[src/rtl/inta_sequencer_if.sv]
// Signal bundle between the CPU-side INTA sequencer and the PIC / core it serves.
// master is the sequencer's view; slave is the PIC-plus-consumer side.
interface inta_sequencer_if;
  logic       int_req;
  logic       enable;
  logic [7:0] data_in;
  logic       inta_n;
  logic       lock_n;
  logic       busy;
  logic [7:0] vector;
  logic       vector_valid;
  logic       vector_ready;

  modport master (
    input  int_req, enable, data_in, vector_ready,
    output inta_n, lock_n, busy, vector, vector_valid
  );

  modport slave (
    output int_req, enable, data_in, vector_ready,
    input  inta_n, lock_n, busy, vector, vector_valid
  );
endinterface

[src/rtl/inta_sequencer.sv]
// CPU-side end of the 8259A INT/INTA handshake: runs the two-pulse acknowledge,
// captures the vector on the last edge of pulse 2 and offers it via valid/ready.
module inta_sequencer #(
  parameter int PULSE_CYCLES = 4,
  parameter int GAP_CYCLES   = 2
) (
  input logic            clk,
  input logic            reset,
  inta_sequencer_if.master bus
);

  localparam int MAX_CYCLES = (PULSE_CYCLES > GAP_CYCLES) ? PULSE_CYCLES : GAP_CYCLES;
  localparam int CW         = $clog2(MAX_CYCLES) + 1;

  localparam logic [CW-1:0] PULSE_LAST = CW'(PULSE_CYCLES - 1);
  localparam logic [CW-1:0] GAP_LAST   = CW'(GAP_CYCLES - 1);

  localparam logic [2:0] IDLE   = 3'd0;
  localparam logic [2:0] PULSE1 = 3'd1;
  localparam logic [2:0] GAP    = 3'd2;
  localparam logic [2:0] PULSE2 = 3'd3;
  localparam logic [2:0] HOLD   = 3'd4;

  logic [2:0]    state;
  logic [CW-1:0] cnt;
  logic          sync1;
  logic          int_s;
  logic          inta_n_r;
  logic          lock_n_r;
  logic          busy_r;
  logic [7:0]    vector_r;
  logic          valid_r;

  // INT comes from another clock domain, so it is only trusted after two flops
  always_ff @(posedge clk or posedge reset) begin
    if (reset) begin
      sync1 <= 1'b0;
      int_s <= 1'b0;
    end else begin
      sync1 <= bus.int_req;
      int_s <= sync1;
    end
  end

  always_ff @(posedge clk or posedge reset) begin
    if (reset) begin
      state    <= IDLE;
      cnt      <= '0;
      inta_n_r <= 1'b1;
      lock_n_r <= 1'b1;
      busy_r   <= 1'b0;
      vector_r <= 8'h00;
      valid_r  <= 1'b0;
    end else begin
      case (state)
        IDLE: begin
          if (int_s && bus.enable) begin
            state    <= PULSE1;
            cnt      <= '0;
            inta_n_r <= 1'b0;
            lock_n_r <= 1'b0;
            busy_r   <= 1'b1;
          end
        end
        PULSE1: begin
          if (cnt == PULSE_LAST) begin
            state    <= GAP;
            cnt      <= '0;
            inta_n_r <= 1'b1;
          end else begin
            cnt <= cnt + CW'(1);
          end
        end
        GAP: begin
          if (cnt == GAP_LAST) begin
            state    <= PULSE2;
            cnt      <= '0;
            inta_n_r <= 1'b0;
            lock_n_r <= 1'b1;
          end else begin
            cnt <= cnt + CW'(1);
          end
        end
        // The PIC only guarantees the vector late in pulse 2, so sample on its final edge
        PULSE2: begin
          if (cnt == PULSE_LAST) begin
            state    <= HOLD;
            cnt      <= '0;
            vector_r <= bus.data_in;
            valid_r  <= 1'b1;
            inta_n_r <= 1'b1;
          end else begin
            cnt <= cnt + CW'(1);
          end
        end
        HOLD: begin
          if (bus.vector_ready) begin
            state   <= IDLE;
            valid_r <= 1'b0;
            busy_r  <= 1'b0;
          end
        end
        default: begin
          state    <= IDLE;
          cnt      <= '0;
          inta_n_r <= 1'b1;
          lock_n_r <= 1'b1;
          busy_r   <= 1'b0;
          valid_r  <= 1'b0;
        end
      endcase
    end
  end

  assign bus.inta_n       = inta_n_r;
  assign bus.lock_n       = lock_n_r;
  assign bus.busy         = busy_r;
  assign bus.vector       = vector_r;
  assign bus.vector_valid = valid_r;

endmodule

[src/flat_wrapper.sv]
// flat-port wrapper written by rule: the top's interface ports become plain ports
module inta_sequencer_flat 
#(
  parameter int PULSE_CYCLES = 4,
  parameter int GAP_CYCLES   = 2
)
  (clk, reset, bus_int_req, bus_enable, bus_data_in, bus_vector_ready, bus_inta_n, bus_lock_n, bus_busy, bus_vector, bus_vector_valid);
  inta_sequencer_if bus_i ();
  input logic clk;
  input logic reset;
  input wire logic [$bits(bus_i.int_req)-1:0] bus_int_req;
  input wire logic [$bits(bus_i.enable)-1:0] bus_enable;
  input wire logic [$bits(bus_i.data_in)-1:0] bus_data_in;
  input wire logic [$bits(bus_i.vector_ready)-1:0] bus_vector_ready;
  output wire logic [$bits(bus_i.inta_n)-1:0] bus_inta_n;
  output wire logic [$bits(bus_i.lock_n)-1:0] bus_lock_n;
  output wire logic [$bits(bus_i.busy)-1:0] bus_busy;
  output wire logic [$bits(bus_i.vector)-1:0] bus_vector;
  output wire logic [$bits(bus_i.vector_valid)-1:0] bus_vector_valid;
  assign bus_i.int_req = bus_int_req;
  assign bus_i.enable = bus_enable;
  assign bus_i.data_in = bus_data_in;
  assign bus_i.vector_ready = bus_vector_ready;
  assign bus_inta_n = bus_i.inta_n;
  assign bus_lock_n = bus_i.lock_n;
  assign bus_busy = bus_i.busy;
  assign bus_vector = bus_i.vector;
  assign bus_vector_valid = bus_i.vector_valid;
  inta_sequencer #(.PULSE_CYCLES(PULSE_CYCLES), .GAP_CYCLES(GAP_CYCLES)) u_core (.clk(clk), .reset(reset), .bus(bus_i));
endmodule
[config.mk]
export PLATFORM = sky130hd
export DESIGN_NAME = inta_sequencer_flat
export DESIGN_NICKNAME = d
export VERILOG_FILES = /design/src/rtl/inta_sequencer_if.sv /design/src/rtl/inta_sequencer.sv /design/src/flat_wrapper.sv
export SDC_FILE = /design/constraint.sdc
export NUM_CORES = 1
export LEC_CHECK = 0
export CAP_MARGIN = 20
export CORE_MARGIN = 1
export CORE_UTILIZATION = 45
export DETAILED_ROUTE_END_ITERATION = 12
export PLACE_DENSITY = 0.75
export SYNTH_ARGS = -nofsm -noshare
export SYNTH_HDL_FRONTEND = slang
export SYNTH_SLANG_ARGS = --single-unit
export TNS_END_PERCENT = 10
[constraint.sdc]
create_clock -name clk -period 4.35 [get_ports clk]
set_input_delay 0.6525 -clock clk [delete_from_list [all_inputs] [get_ports clk]]
set_output_delay 0.6525 -clock clk [all_outputs]
set_load 0.01 [all_outputs]
# Yosys cells after proc, flatten, opt, wreduce, memory -nomap -nowiden
# Index checks and enable logic that the tools add are counted.
totals:
  regBits: 20
  latchBits: 0
  ram_bits: 0
  romBits: 0
  wordCells: 59
  memories: 0
classes:
  add_sub_neg: 1
  mul: 0
  div_mod_pow: 0
  order_cmp: 0
  eq_ne: 12
  n_shift: 0
  n_mux: 20
  bitwise_logic: 4
  reduce_logical: 13
op_table:
  columns: ["op", "n"]
  rows:
  - ["$mux 3", 8]
  - ["$pmux 3 s5", 1]
  - ["$pmux 3 s4", 1]
  - ["$ne 2x1->1 const B", 5]
  - ["$eq 3x2->1 const B", 3]
  - ["$pmux 1 s3", 3]
  - ["$reduce_and 3->1", 3]
  - ["$reduce_or 3->1", 3]
  - ["$eq 3x1->1 const B", 2]
  - ["$mux 1", 6]
  - ["$reduce_and 5->1", 1]
  - ["$not 1->1", 4]
  - ["$pmux 1 s4", 1]
  - ["$reduce_and 2->1", 2]
  - ["$reduce_and 4->1", 1]
  - ["$add 3x1->3 const B", 1]
  - ["$eq 3x3->1 const B", 1]
  - ["$logic_not 3->1", 1]
  - ["$ne 2x2->1 const B", 1]
  - ["$reduce_or 2->1", 1]
  - ["$logic_and 1x1->1", 1]

# Depth between registers and ports, before layout
logic_depth:
  ltp_word: 4
  ltp_mapped: 6
  depth_no_buf: 6

# Least setup slack after synthesis
# Ideal clock, no wire load.
synth_timing:
  kind: "register to register"
  from: "register u_core.cnt[0]"
  to: "register u_core.inta_n_r (netlist: u_core.bus.inta_n)"
  setup_time_ns: 0.077
  arrival_time_ns: 1.405
  t_required_ns: 4.273
  slack_ns: 2.868
  path_stages_with_launch: 6
  path_buffers: 0
  period_less_slack_ns: 1.482
  cell_sequence: "dfrtp_1 -> ha_1 -> ha_1 -> or2b_1 -> a21o_1 -> o21a_1"
synth_via:
  elab_chain_cells: 3
  elab_cells_between_ends: 5
synth_rtl:
  columns: ["element", "line", "source"]
  rows:
  - ["from (decl)", "inta_sequencer.sv:25", "logic [CW-1:0] cnt;"]
  - ["from (signal assigned)", "inta_sequencer.sv:71", "cnt <= cnt + CW'(1);"]
  - ["from (signal assigned)", "inta_sequencer.sv:81", "cnt <= cnt + CW'(1);"]
  - ["from (signal assigned)", "inta_sequencer.sv:93", "cnt <= cnt + CW'(1);"]
  - ["$eq 3x2->1 or $eq 3x1->1 (tied branches)", "inta_sequencer.sv:66, inta_sequencer.sv:86, inta_sequencer.sv:75", null]
  - ["$ne 2x1->1 (no source line)", null, null]
  - ["$reduce_and 4->1 (no source line) *", null, null]
  - ["to (signal assigned)", "inta_sequencer.sv:69", "inta_n_r <= 1'b1;"]
  - ["to (signal assigned)", "inta_sequencer.sv:78", "inta_n_r <= 1'b0;"]
  - ["to (signal assigned)", "inta_sequencer.sv:91", "inta_n_r <= 1'b1;"]
  - ["to (decl)", "inta_sequencer.sv:28", "logic inta_n_r;"]
# Mark *: on every way between the ends. The rest lies on a longest branch, timed or not.
# A chain may end at the register's enable or synchronous reset.

# Worst setup path in the final report
layout_timing:
  from: "register u_core.lock_n_r (netlist: u_core.bus.lock_n)"
  to: "output port bus_lock_n"
layout_rtl:
  columns: ["element", "line", "source"]
  rows:
  - ["from (decl)", "inta_sequencer.sv:29", "logic lock_n_r;"]
  - ["from (signal assigned)", "inta_sequencer.sv:50", "lock_n_r <= 1'b1;"]
  - ["from (signal assigned)", "inta_sequencer.sv:61", "lock_n_r <= 1'b0;"]
  - ["from (signal assigned)", "inta_sequencer.sv:79", "lock_n_r <= 1'b1;"]
  - ["to (decl)", "flat_wrapper.sv:16", "output wire logic [$bits(bus_i.lock_n)-1:0] bus_lock_n;"]
# No word-level cell between the ends.

==> flow_summary.ini <==
[die]
core_region_area_um2 = 1942
die_area_um2 = 2234
initial_utilization_pct = 47.49
chipWidth_um = 47.27
core.rowCount = 16
die_span_in_y_um = 47.27
floorplan.io_pins = 25

[global_routing]
overflow = 0
grt.total_usage_pct = 16.56
grt_start_max_net_pins = 21
grt_pass1_wl_um = 2518
grt_pass1_vias = 609
antenna_found_initial = 0

[yosys]
number_of_flops_mapped_to_enable_cells_by_yosys = 0
synthDominantAreaCellType = dfrtp_1
ys_seq_elements = 20
total_nets_after_synthesis = 96
synth-warning-count = 0
async_flop_share_pct = 100.0
netlist_instances = 79
main_synth_ff_type = dfrtp_1
synth_top_area_share_pct = 48.85
post_synth.cell_area_avg_um2 = 11.67
synth_cell_types = 25
fraction_of_the_yosys_area_taken_by_sequential_cells_pct = 54.55
syn_area_um2 = 922.1
ys_top_cells_by_area = dfrtp_1 (49%), mux2_2 (9.8%), dfstp_2 (5.7%)

[clock_tree]
number_of_buffers_inserted_during_clock_tree_synthesis = 3
post-cts-setup-buffers = 0
ctsLongestPathBuffers = 2
cts_hold_buf = 0
cts_tree = yes
postCtsResizedCells = 0
cts.htree.levels = 1
clock_insertion_delay_worst_skew_ns = 0.30
clock-root-buffer = clkbuf_4
cts.sinks = 20
clk_transition_reported_paths_ns = 0.11

[detailed_routing]
violation_count_after_the_first_detailed_route_iteration = 7
drt_wl_total_um = 1531
antenna_left = 0
routed_wire_length_per_instance_um = 11.78
via_per_inst = 5.008
first_pass_iters = 4
drc = 0
dr_total_vias = 651

[timing]
timing_max_transition_violations_final = 0
period_share_pct = 46.91
worst_clock_skew_ns = 0.007506
worst_slew_margin_rel_pct = 50.16
setup-violations-final = 0
setup-tns-final_ns = 0
timing.fmax_ghz = 0.4900
layout_min_cycle_time_ns = 2.041
holdWs_ns = 0.3581
worst_slew_pin_slew_ns = 0.7468
finalHoldViolations = 0
rsz0062_at_grt = false

[setup_path]
timing.critical_path.to_type = output pin
worst_setup_path_start_kind = register
worst-setup-path-type = register to output pin
worst_ep_arrival_ns = 1.39
timing.critical_path.max_delay_family = flip-flops
crit_path_cell_trace = clkdlybuf4s50_1
r2r_slack_ns = 2.77
worstPathMaxFanout = 3
cp.buffers_inverters = 1
slowest_delay_ns = 0.56
critical_path.slowest_cell = dfstp_2
critical_path_required_ns = 3.70

[placed_design]
placed_cell_area_um2 = 1166
detailed_place_hpwl_um = 1171
place_congestion = 0.7456
placement.io_buffers = 24

[cells_and_area]
register_area_um2 = 503.0
area_delta_synth_final_pct = 28.90
layout-drive-gt1-share_pct = 14.56
diodes = 0
finalNetCount = 122
nFillCells = 171
multiInputGateArea_um2 = 366.6
postLayoutCellArea_um2 = 1189

[power_and_ir_drop]
clkPwrFrac_pct = 11.0
p_comb_share_pct = 44.2
power.switching_fraction_pct = 33.84
pwr-share-seq_pct = 44.8
pwr_density_cell_nw_per_um2 = 643.5
switching_power_uw = 258.8
ir_drop_uv = 387.5
static-leakage-power_nw = 0.5220
p_int_uw = 506.0

[worst_hold_path]
hold_path.class = register to register

[outcome]
status = finished clean

[job]
maxCapViolCount = 0
-- metrics by stage --
stage | worst slack [ns] | utilization (%) | power (mW) | instances
after floorplan | 2.868 | - | 0.5476 | 79
after global placement | 2.585 | 60.05 | 0.6762 | 127
after detailed placement | 2.546 | 60.05 | 0.6888 | 127
after CTS | 2.298 | 61.21 | 0.7755 | 130
after global routing | 2.247 | 61.21 | 0.8301 | 130
final | 2.309 | 61.21 | 0.7648 | 130
-- registers in the layout, indices dropped and copies added (netlist names) --
register	flops
u_core.bus.inta_n	1
u_core.bus.lock_n	1
u_core.cnt	3
u_core.bus.busy	1
u_core.bus.vector_valid	1
u_core.sync1	1
u_core.bus.vector	8
u_core.int_s	1
u_core.state	3
-- kinds of logic (layout without fill, tap and decap cells) --
kind of cell	count (synthesis)	after routing	share of synthesized area (%)
flops	20	20	54.55
mux	9	9	10.86
buf+inv	9	33	5.699
compound gates	13	13	8.685
fa+ha+maj	4	4	5.428
simple gates	23	23	13.84
xor+xnor	1	1	0.9500
-- path summary, 6_finish.rpt --
kind | from | to | cells after the start
max in group asynchronous | reset | u_core.cnt[1]$_DFFE_PP0P_ | 2
setup reg to reg | u_core.cnt[0]$_DFFE_PP0P_ | u_core.bus.inta_n$_DFFE_PP1P_ | 5
hold reg to reg | u_core.sync1$_DFF_PP0_ | u_core.int_s$_DFF_PP0_ | 0
min in group asynchronous | reset | u_core.state[1]$_DFFE_PP0P_ | 2
hold / removal | u_core.sync1$_DFF_PP0_ | u_core.int_s$_DFF_PP0_ | 0
setup / recovery | u_core.bus.lock_n$_DFFE_PP1P_ | bus_lock_n | 1
-- cells in the mapped netlist (2+ instances only) --
cell,count
buf_6,2
dfstp_2,2
nand2_1,10
nor2_1,5
mux2_2,8
inv_1,6
nand3b_1,2
dfrtp_1,18
nor3_1,2
ha_1,4
o21ai_0,6
-- area by class of cell --
cell class / instances / share of cell area (%)
Inverter: 6 / 1.895
Timing Repair Buffer: 24 / 20.21
Multi-Input combinational cell: 50 / 30.84
Tap cell: 27 / 2.842
Sequential cell: 20 / 42.32
Clock buffer: 3 / 1.895
-- cell usage in the layout (no fill, tap or decap), types with 3 or more instances in the layout --
cell	synthesis	routed
nand2_1	10	10
inv_1	6	6
dfrtp_1	18	18
o21ai_0	6	6
clkdlybuf4s50_1	0	24
ha_1	4	4
mux2_2	8	8
clkbuf_4	0	3
nor2_1	5	5
-- power groups by stage --
stage | clock, mW | sequential, mW | combinational, mW
2_1_floorplan | 0 | 0.341 | 0.206
3_3_place_gp | 0 | 0.343 | 0.333
3_5_place_dp | 0 | 0.348 | 0.341
4_1_cts | 0.0871 | 0.344 | 0.344
5_1_grt | 0.0948 | 0.355 | 0.380
6_report | 0.0843 | 0.342 | 0.338
-- layer usage --
metal | up-vias | global-route usage, % | part of all wire (%)
met2 | 20 | 26.58 | 49
li1 | 316 | - | -
met3 | 2 | 5.769 | 6.5
met5 | - | 0 | 0
met4 | 0 | 6.857 | 1.2
met1 | 313 | 20.24 | 43
No activity file was read; power rests on OpenSTA's default activity.
